===== src/rtl/piece_pkg.sv =====
// Shared definitions for the piece compositor: default sizes, the reset
// palette table and the scatter sequencer state encoding.
package piece_pkg;

    localparam int N_SHAPES_DEF    = 7;
    localparam int COLOR_W_DEF     = 4;
    localparam int SCATTER_GAP_DEF = 10;
    localparam int PAL_DEPTH_MAX   = 16;

    // Reset palette as 1-bit-per-channel {R,G,B} codes: entry i holds code
    // (i+1) modulo 8, so entry 0 is blue, entry 3 is red, entry 6 is white.
    localparam logic [PAL_DEPTH_MAX-1:0][2:0] DEFAULT_PAL_CODE = {
        3'd0, 3'd7, 3'd6, 3'd5, 3'd4, 3'd3, 3'd2, 3'd1,
        3'd0, 3'd7, 3'd6, 3'd5, 3'd4, 3'd3, 3'd2, 3'd1
    };

    typedef enum logic [1:0] {
        SC_IDLE  = 2'd0,
        SC_PULSE = 2'd1,
        SC_GAP   = 2'd2,
        SC_DONE  = 2'd3
    } scatter_state_t;

endpackage


===== src/rtl/piece_compositor_scatter_seq.sv =====
// Scatter sequencer: on a rising edge of the scatter request it emits one
// single-cycle flag per shape, in index order, spaced SCATTER_GAP+1 cycles
// apart. A request that is still high afterwards must drop before the
// sequence can be started again.
module scatter_seq
    import piece_pkg::*;
#(
    parameter int N_SHAPES    = N_SHAPES_DEF,
    parameter int SCATTER_GAP = SCATTER_GAP_DEF
) (
    input  logic                clk,
    input  logic                reset,
    input  logic                scatter_req,
    output logic [N_SHAPES-1:0] scatter_flag,
    output logic                scatter_busy
);

    localparam int IDX_W = $clog2(N_SHAPES);
    localparam int GAP_W = (SCATTER_GAP > 1) ? $clog2(SCATTER_GAP) : 1;

    localparam logic [IDX_W-1:0] IDX_LAST = IDX_W'(N_SHAPES - 1);
    localparam logic [IDX_W-1:0] IDX_ONE  = IDX_W'(1);
    localparam logic [GAP_W-1:0] GAP_LAST = GAP_W'(SCATTER_GAP - 1);
    localparam logic [GAP_W-1:0] GAP_ONE  = GAP_W'(1);

    scatter_state_t   state_reg;
    logic [IDX_W-1:0] index_reg;
    logic [GAP_W-1:0] gap_cnt_reg;
    logic             req_prev_reg;
    logic             req_rise;

    assign req_rise = scatter_req & ~req_prev_reg;

    function automatic logic [N_SHAPES-1:0] onehot(input logic [IDX_W-1:0] idx);
        return N_SHAPES'(1) << idx;
    endfunction

    // Sequencer state, counters and registered flag/busy outputs.
    // req_prev resets high so a request already held during reset is not
    // mistaken for a fresh rising edge once reset is released.
    always_ff @(posedge clk or posedge reset) begin
        if (reset) begin
            state_reg    <= SC_IDLE;
            index_reg    <= '0;
            gap_cnt_reg  <= '0;
            req_prev_reg <= 1'b1;
            scatter_flag <= '0;
            scatter_busy <= 1'b0;
        end else begin
            req_prev_reg <= scatter_req;
            scatter_flag <= '0;
            case (state_reg)
                SC_IDLE: begin
                    scatter_busy <= 1'b0;
                    if (req_rise) begin
                        state_reg    <= SC_PULSE;
                        index_reg    <= '0;
                        gap_cnt_reg  <= '0;
                        scatter_flag <= onehot('0);
                        scatter_busy <= 1'b1;
                    end
                end
                SC_PULSE: begin
                    gap_cnt_reg <= '0;
                    if (index_reg == IDX_LAST) begin
                        state_reg    <= SC_DONE;
                        scatter_busy <= 1'b0;
                    end else begin
                        state_reg <= SC_GAP;
                    end
                end
                SC_GAP: begin
                    if (gap_cnt_reg == GAP_LAST) begin
                        gap_cnt_reg  <= '0;
                        index_reg    <= index_reg + IDX_ONE;
                        state_reg    <= SC_PULSE;
                        scatter_flag <= onehot(index_reg + IDX_ONE);
                    end else begin
                        gap_cnt_reg <= gap_cnt_reg + GAP_ONE;
                    end
                end
                SC_DONE: begin
                    scatter_busy <= 1'b0;
                    if (!scatter_req) begin
                        state_reg <= SC_IDLE;
                    end
                end
                default: begin
                    state_reg    <= SC_IDLE;
                    scatter_busy <= 1'b0;
                end
            endcase
        end
    end

endmodule


===== src/rtl/piece_compositor.sv =====
// Piece compositor: picks the winning shape for each pixel, looks its colour
// up in a writable palette and delays the syncs to match (2-cycle latency).
// Also hosts the scatter sequencer.
// Optional feature macro: OVERLAP_FLASH_EN -- when defined, pixels covered by
// two or more shapes flash all-ones for 16 frames out of every 32.
module piece_compositor
    import piece_pkg::*;
#(
    parameter int N_SHAPES    = N_SHAPES_DEF,
    parameter int COLOR_W     = COLOR_W_DEF,
    parameter int SCATTER_GAP = SCATTER_GAP_DEF
) (
    input  logic                   clk,
    input  logic                   reset,
    input  logic [N_SHAPES-1:0]    hit,
    input  logic                   vidon,
    input  logic                   hsync_in,
    input  logic                   vsync_in,
    input  logic [N_SHAPES-1:0]    select,
    input  logic                   scatter_req,
    input  logic                   pal_we,
    input  logic [3:0]             pal_addr,
    input  logic [3*COLOR_W-1:0]   pal_data,
    output logic [N_SHAPES-1:0]    scatter_flag,
    output logic                   scatter_busy,
    output logic [COLOR_W-1:0]     red,
    output logic [COLOR_W-1:0]     green,
    output logic [COLOR_W-1:0]     blue,
    output logic                   hsync_out,
    output logic                   vsync_out
);

    localparam int IDX_W = $clog2(N_SHAPES);
    localparam int PIX_W = 3 * COLOR_W;

    // ---------------------------------------------------------------
    // Palette
    // ---------------------------------------------------------------
    logic [N_SHAPES-1:0][PIX_W-1:0] palette_reg;
    logic [N_SHAPES-1:0][PIX_W-1:0] pal_default;

    genvar gi;
    for (gi = 0; gi < N_SHAPES; gi++) begin : g_pal_default
        localparam logic [2:0] CODE = DEFAULT_PAL_CODE[gi];
        assign pal_default[gi] = {{COLOR_W{CODE[2]}}, {COLOR_W{CODE[1]}}, {COLOR_W{CODE[0]}}};
    end

    // Palette storage; writes to addresses beyond the last shape match no entry.
    always_ff @(posedge clk or posedge reset) begin
        if (reset) begin
            palette_reg <= pal_default;
        end else begin
            for (int i = 0; i < N_SHAPES; i++) begin
                if (pal_we && (pal_addr == 4'(i))) begin
                    palette_reg[i] <= pal_data;
                end
            end
        end
    end

    // ---------------------------------------------------------------
    // Winner selection (combinational, feeds stage 1)
    // ---------------------------------------------------------------
    logic [N_SHAPES-1:0] sel_hit;
    logic [IDX_W-1:0]    sel_idx;
    logic [IDX_W-1:0]    any_idx;
    logic [IDX_W-1:0]    win_idx;
    logic                sel_found;
    logic                any_found;

    // Lowest selected-and-hit shape wins; otherwise the lowest hit shape.
    always_comb begin
        sel_hit   = hit & select;
        sel_idx   = '0;
        any_idx   = '0;
        sel_found = 1'b0;
        any_found = 1'b0;
        for (int i = N_SHAPES - 1; i >= 0; i--) begin
            if (sel_hit[i]) begin
                sel_idx   = IDX_W'(i);
                sel_found = 1'b1;
            end
            if (hit[i]) begin
                any_idx   = IDX_W'(i);
                any_found = 1'b1;
            end
        end
        win_idx = sel_found ? sel_idx : any_idx;
    end

    // ---------------------------------------------------------------
    // Stage 1
    // ---------------------------------------------------------------
    logic [IDX_W-1:0] s1_idx_reg;
    logic             s1_hit_reg;
    logic             s1_vid_reg;
    logic             s1_hsync_reg;
    logic             s1_vsync_reg;

    // Register winner, coverage, video qualifier and syncs.
    always_ff @(posedge clk or posedge reset) begin
        if (reset) begin
            s1_idx_reg   <= '0;
            s1_hit_reg   <= 1'b0;
            s1_vid_reg   <= 1'b0;
            s1_hsync_reg <= 1'b1;
            s1_vsync_reg <= 1'b1;
        end else begin
            s1_idx_reg   <= win_idx;
            s1_hit_reg   <= any_found;
            s1_vid_reg   <= vidon;
            s1_hsync_reg <= hsync_in;
            s1_vsync_reg <= vsync_in;
        end
    end

`ifdef OVERLAP_FLASH_EN
    localparam logic [N_SHAPES-1:0] HIT_ONE = N_SHAPES'(1);

    logic       overlap;
    logic       s1_overlap_reg;
    logic       vsync_prev_reg;
    logic [4:0] frame_cnt_reg;

    // Two or more bits set: clearing the lowest set bit leaves something.
    assign overlap = |(hit & (hit - HIT_ONE));

    // Overlap flag travels with its pixel through stage 1.
    always_ff @(posedge clk or posedge reset) begin
        if (reset) begin
            s1_overlap_reg <= 1'b0;
        end else begin
            s1_overlap_reg <= overlap;
        end
    end

    // Count vsync falling edges; bit 4 toggles every 16 frames.
    always_ff @(posedge clk or posedge reset) begin
        if (reset) begin
            vsync_prev_reg <= 1'b1;
            frame_cnt_reg  <= '0;
        end else begin
            vsync_prev_reg <= vsync_in;
            if (vsync_prev_reg && !vsync_in) begin
                frame_cnt_reg <= frame_cnt_reg + 5'd1;
            end
        end
    end
`endif

    // ---------------------------------------------------------------
    // Stage 2
    // ---------------------------------------------------------------
    logic [PIX_W-1:0] pix_reg;

    // Palette lookup (or blanking / overlap flash) and sync alignment.
    always_ff @(posedge clk or posedge reset) begin
        if (reset) begin
            pix_reg   <= '0;
            hsync_out <= 1'b1;
            vsync_out <= 1'b1;
        end else begin
            hsync_out <= s1_hsync_reg;
            vsync_out <= s1_vsync_reg;
            if (!s1_vid_reg || !s1_hit_reg) begin
                pix_reg <= '0;
`ifdef OVERLAP_FLASH_EN
            end else if (s1_overlap_reg && frame_cnt_reg[4]) begin
                pix_reg <= '1;
`endif
            end else begin
                pix_reg <= palette_reg[s1_idx_reg];
            end
        end
    end

    assign red   = pix_reg[PIX_W-1 -: COLOR_W];
    assign green = pix_reg[2*COLOR_W-1 -: COLOR_W];
    assign blue  = pix_reg[COLOR_W-1:0];

    // ---------------------------------------------------------------
    // Scatter sequencer
    // ---------------------------------------------------------------
    scatter_seq #(
        .N_SHAPES    (N_SHAPES),
        .SCATTER_GAP (SCATTER_GAP)
    ) u_scatter_seq (
        .clk          (clk),
        .reset        (reset),
        .scatter_req  (scatter_req),
        .scatter_flag (scatter_flag),
        .scatter_busy (scatter_busy)
    );

endmodule


===== config.mk =====
export PLATFORM = sky130hd
export DESIGN_NAME = piece_compositor
export DESIGN_NICKNAME = d
export VERILOG_FILES = /design/src/rtl/piece_pkg.sv /design/src/rtl/piece_compositor_scatter_seq.sv /design/src/rtl/piece_compositor.sv
export SDC_FILE = /design/constraint.sdc
export NUM_CORES = 1
export LEC_CHECK = 0
export BUFFER_PORTS_ARGS = -buffer_cell sky130_fd_sc_hd__buf_2
export CELL_PAD_IN_SITES_DETAIL_PLACEMENT = 1
export CELL_PAD_IN_SITES_GLOBAL_PLACEMENT = 1
export CORE_MARGIN = 10
export CORE_UTILIZATION = 50
export CTS_CLUSTER_SIZE = 10
export DETAILED_ROUTE_END_ITERATION = 10
export PLACE_DENSITY_LB_ADDON = 0.1
export SYNTH_ARGS = -nofsm -noshare
export SYNTH_HDL_FRONTEND = slang
export SYNTH_SLANG_ARGS = --single-unit

===== constraint.sdc =====
create_clock -name clk -period 7.1 [get_ports clk]
set_input_delay 2.13 -clock clk [delete_from_list [all_inputs] [get_ports clk]]
set_output_delay 2.13 -clock clk [all_outputs]
set_load 0.02 [all_outputs]

==> impl_metrics.tcl <==
set metrics [dict create \
    syn_area_mm2 0.00557 \
    cts_resized 0 \
    tns_ps 0 \
    crit_fanout 12 \
    cts.sinks 123 \
    synth-compound-area-share 0.0748 \
    critPathArrivalTime_ps 3840 \
    min_period_over_period 0.484 \
    synth_top_flop_cell "dfrtp_1" \
    grt_pass1_wl_mm 21.9 \
    cp-start-kind "input port" \
    endpoint_kind "register" \
    coreArea_mm2 0.0109 \
    leakage_uw 0.00294 \
    ff_latch_area_mm2 0.00314 \
    drtIter0Drc 197 \
    max-slew-margin-rel 0.239 \
    cts.htree.levels 4 \
    period_minus_slack_ps 3440 \
    antenna_found_initial 1 \
    status "finished, final reports clean" \
    layout.nets 511 \
    max_freq_mhz 291 \
    vias_per_cell 5.79 \
    power.share.combinational 0.179 \
    rsz0062_at_grt "false" \
    drv_cap 0 \
    muxShareOfSynthArea 0.242 \
    p_int_uw 1860 \
    min_path_type "reg2reg" \
    clockRootBuffer "clkbuf_8" \
    n_fill_cell 1071 \
    clockBufferDepth 2 \
    synthesis.nets 453 \
    synth-xor-area-share 0.00157 \
    finalPower_uw 2510 \
    globalRoute.totalOverflow 0 \
    hold_viol 0 \
    synthAdderAreaFrac 0.0157 \
    peakVddDrop_mv 0.224 \
    grt_max_degree 70 \
    cts_buffers 17 \
    gp_congestion 0.791 \
    pin_count 59 \
    ys_seq_area_frac 0.565 \
    final_common_cell "mux2_2" \
    final_area_mm2 0.00664 \
    final_util 0.610 \
    sequentialPowerShare 0.411 \
    grt_usage 0.174 \
    fp-row-count 38 \
    cts.clk_slew.worst_paths_ps 60 \
    die_area_mm2 0.0158 \
    synth_top_family_by_area "multiplexers" \
    fp.dieW_um 126 \
    area_delta_synth_final_pct 19.2 \
    dp_hpwl_mm 8.13 \
    setup_viol 0 \
    drtAntennaViolNets 0 \
    grt_pass1_vias 4117 \
    wl_per_cell_um 21.7 \
    post_dp_cell_area_mm2 0.00592 \
    layout_common_cells "mux2_2 (84), dfrtp_1 (70), buf_2 (58)" \
    tightest_slew_ps 1140 \
    clockPowerShare 0.410 \
    critPathKind "in2reg" \
    power_switching_share 0.259 \
    dp_cells 588 \
    p_per_area_mw_per_mm2 379 \
    vias 3588 \
    final_cell_count_no_fill 620 \
    multi_input_area_mm2 0.00226 \
    synthSimpleGateAreaFrac 0.0717 \
    post_cts_buffers 0 \
    yosys_register_bits 123 \
    drc 0 \
    cts_tree "done" \
    start_util 0.511 \
    wl_mm 13.4 \
    slew_violations 0 \
    hold_buffers 0 \
    syn_area_per_cell_um2 13.6 \
    switching_power_uw 651 \
    async_reset_ff_frac 1.00 \
    layout-drive-gt1-share 0.506 \
    insertion_delay_ps 520 \
    synth-edff-count 0 \
    cp_data_required_time_ps 7500 \
    syn_inst 409 \
    io_buffers 58 \
    die_y_um 126 \
    antenna_cells 0 \
    drt-pass1-iter-count 4 \
    fin_skew_ps 4.87 \
    synth_cell_types 43 \
    largest_reg_flops 84 \
    yosysWarnings 0 \
]
-- final timing paths --
| check | start | endpoint | slack [ps] | cells after the start |
|---|---|---|---|---|
| max | pal_addr[3] | palette_reg[61] | 3660 | 4 |
| min | s1_vsync_reg | vsync_out | 360 | 0 |
| max reg2reg | s1_idx_reg[0] | pix_reg[11] | 4590 | 4 |
| min reg2reg | s1_vsync_reg | vsync_out | 360 | 0 |
| max in group asynchronous | reset | pix_reg[1] | 4080 | 3 |
| min in group asynchronous | reset | pix_reg[8] | 1720 | 2 |
-- critical path, cell delays in order --
cell and delay [ps]:
buf_2 110, nand3b_1 220, nor3b_2 950, mux2_2 420
-- cells by family (layout without fill, tap and decap cells) --
| kind of cell | Yosys count | after routing |
|---|---|---|
| adders and majority gates | 7 | 7 |
| muxes | 108 | 108 |
| buffers and inverters | 29 | 100 |
| AOI/OAI and AO/OA | 63 | 63 |
| and+or+nand+nor | 78 | 78 |
| DFF | 123 | 123 |
| xor gates and xnor gates | 1 | 1 |
-- synth_stat cells, drive strengths merged (3+ instances only) --
| library cell | count | area [um^2] |
|---|---|---|
| nand2 | 14 | 52.6 |
| mux2i | 12 | 120 |
| ha | 7 | 87.6 |
| nand2b | 4 | 25.0 |
| a21oi | 22 | 110 |
| a211oi | 13 | 97.6 |
| nor3b | 4 | 45.1 |
| clkbuf | 5 | 18.8 |
| dfrtp | 70 | 1750 |
| inv | 7 | 26.3 |
| buf | 17 | 118 |
| mux4 | 12 | 282 |
| nor2b | 3 | 18.8 |
| o21ai | 6 | 30.0 |
| and3 | 7 | 43.8 |
| dfstp | 53 | 1390 |
| mux2 | 84 | 946 |
| a22o | 8 | 70.1 |
| nor2 | 31 | 116 |
| nand3b | 6 | 45.0 |
| nor3 | 4 | 20.0 |
-- routing by layer --
metal | vias to the layer above | share of wire | track usage
met4 | 2 | 0.012 | 0.0549
met3 | 14 | 0.040 | 0.0587
met5 | - | 0.00052 | 0
li1 | 1611 | - | -
met1 | 1900 | 0.41 | 0.188
met2 | 61 | 0.54 | 0.314
-- power by group through the flow --
stage	clock network (uW)	logic [uW]	registers (uW)
final	1030	451	1030
after global routing	1090	503	1050
after detailed placement	0	449	1040
after floorplan	0	357	996
after CTS	1050	459	1030
after global placement	0	429	1020
-- final cells by class --
type | count | share of cell area
sequential | 123 | 0.474
multi-input combinational | 257 | 0.340
inverter | 7 | 0.00434
clock buffer | 22 | 0.0728
clock inverter | 10 | 0.0351
tap | 140 | 0.0264
timing repair buffer | 61 | 0.0471
-- through the flow --
stage,worst slack (ps),hold slack (ps)
after global placement,3210,346
after detailed placement,3120,347
final,3660,357
after CTS,3660,356
after global routing,3570,363
after floorplan,1790,345
Power figures use the tool's default switching activity.
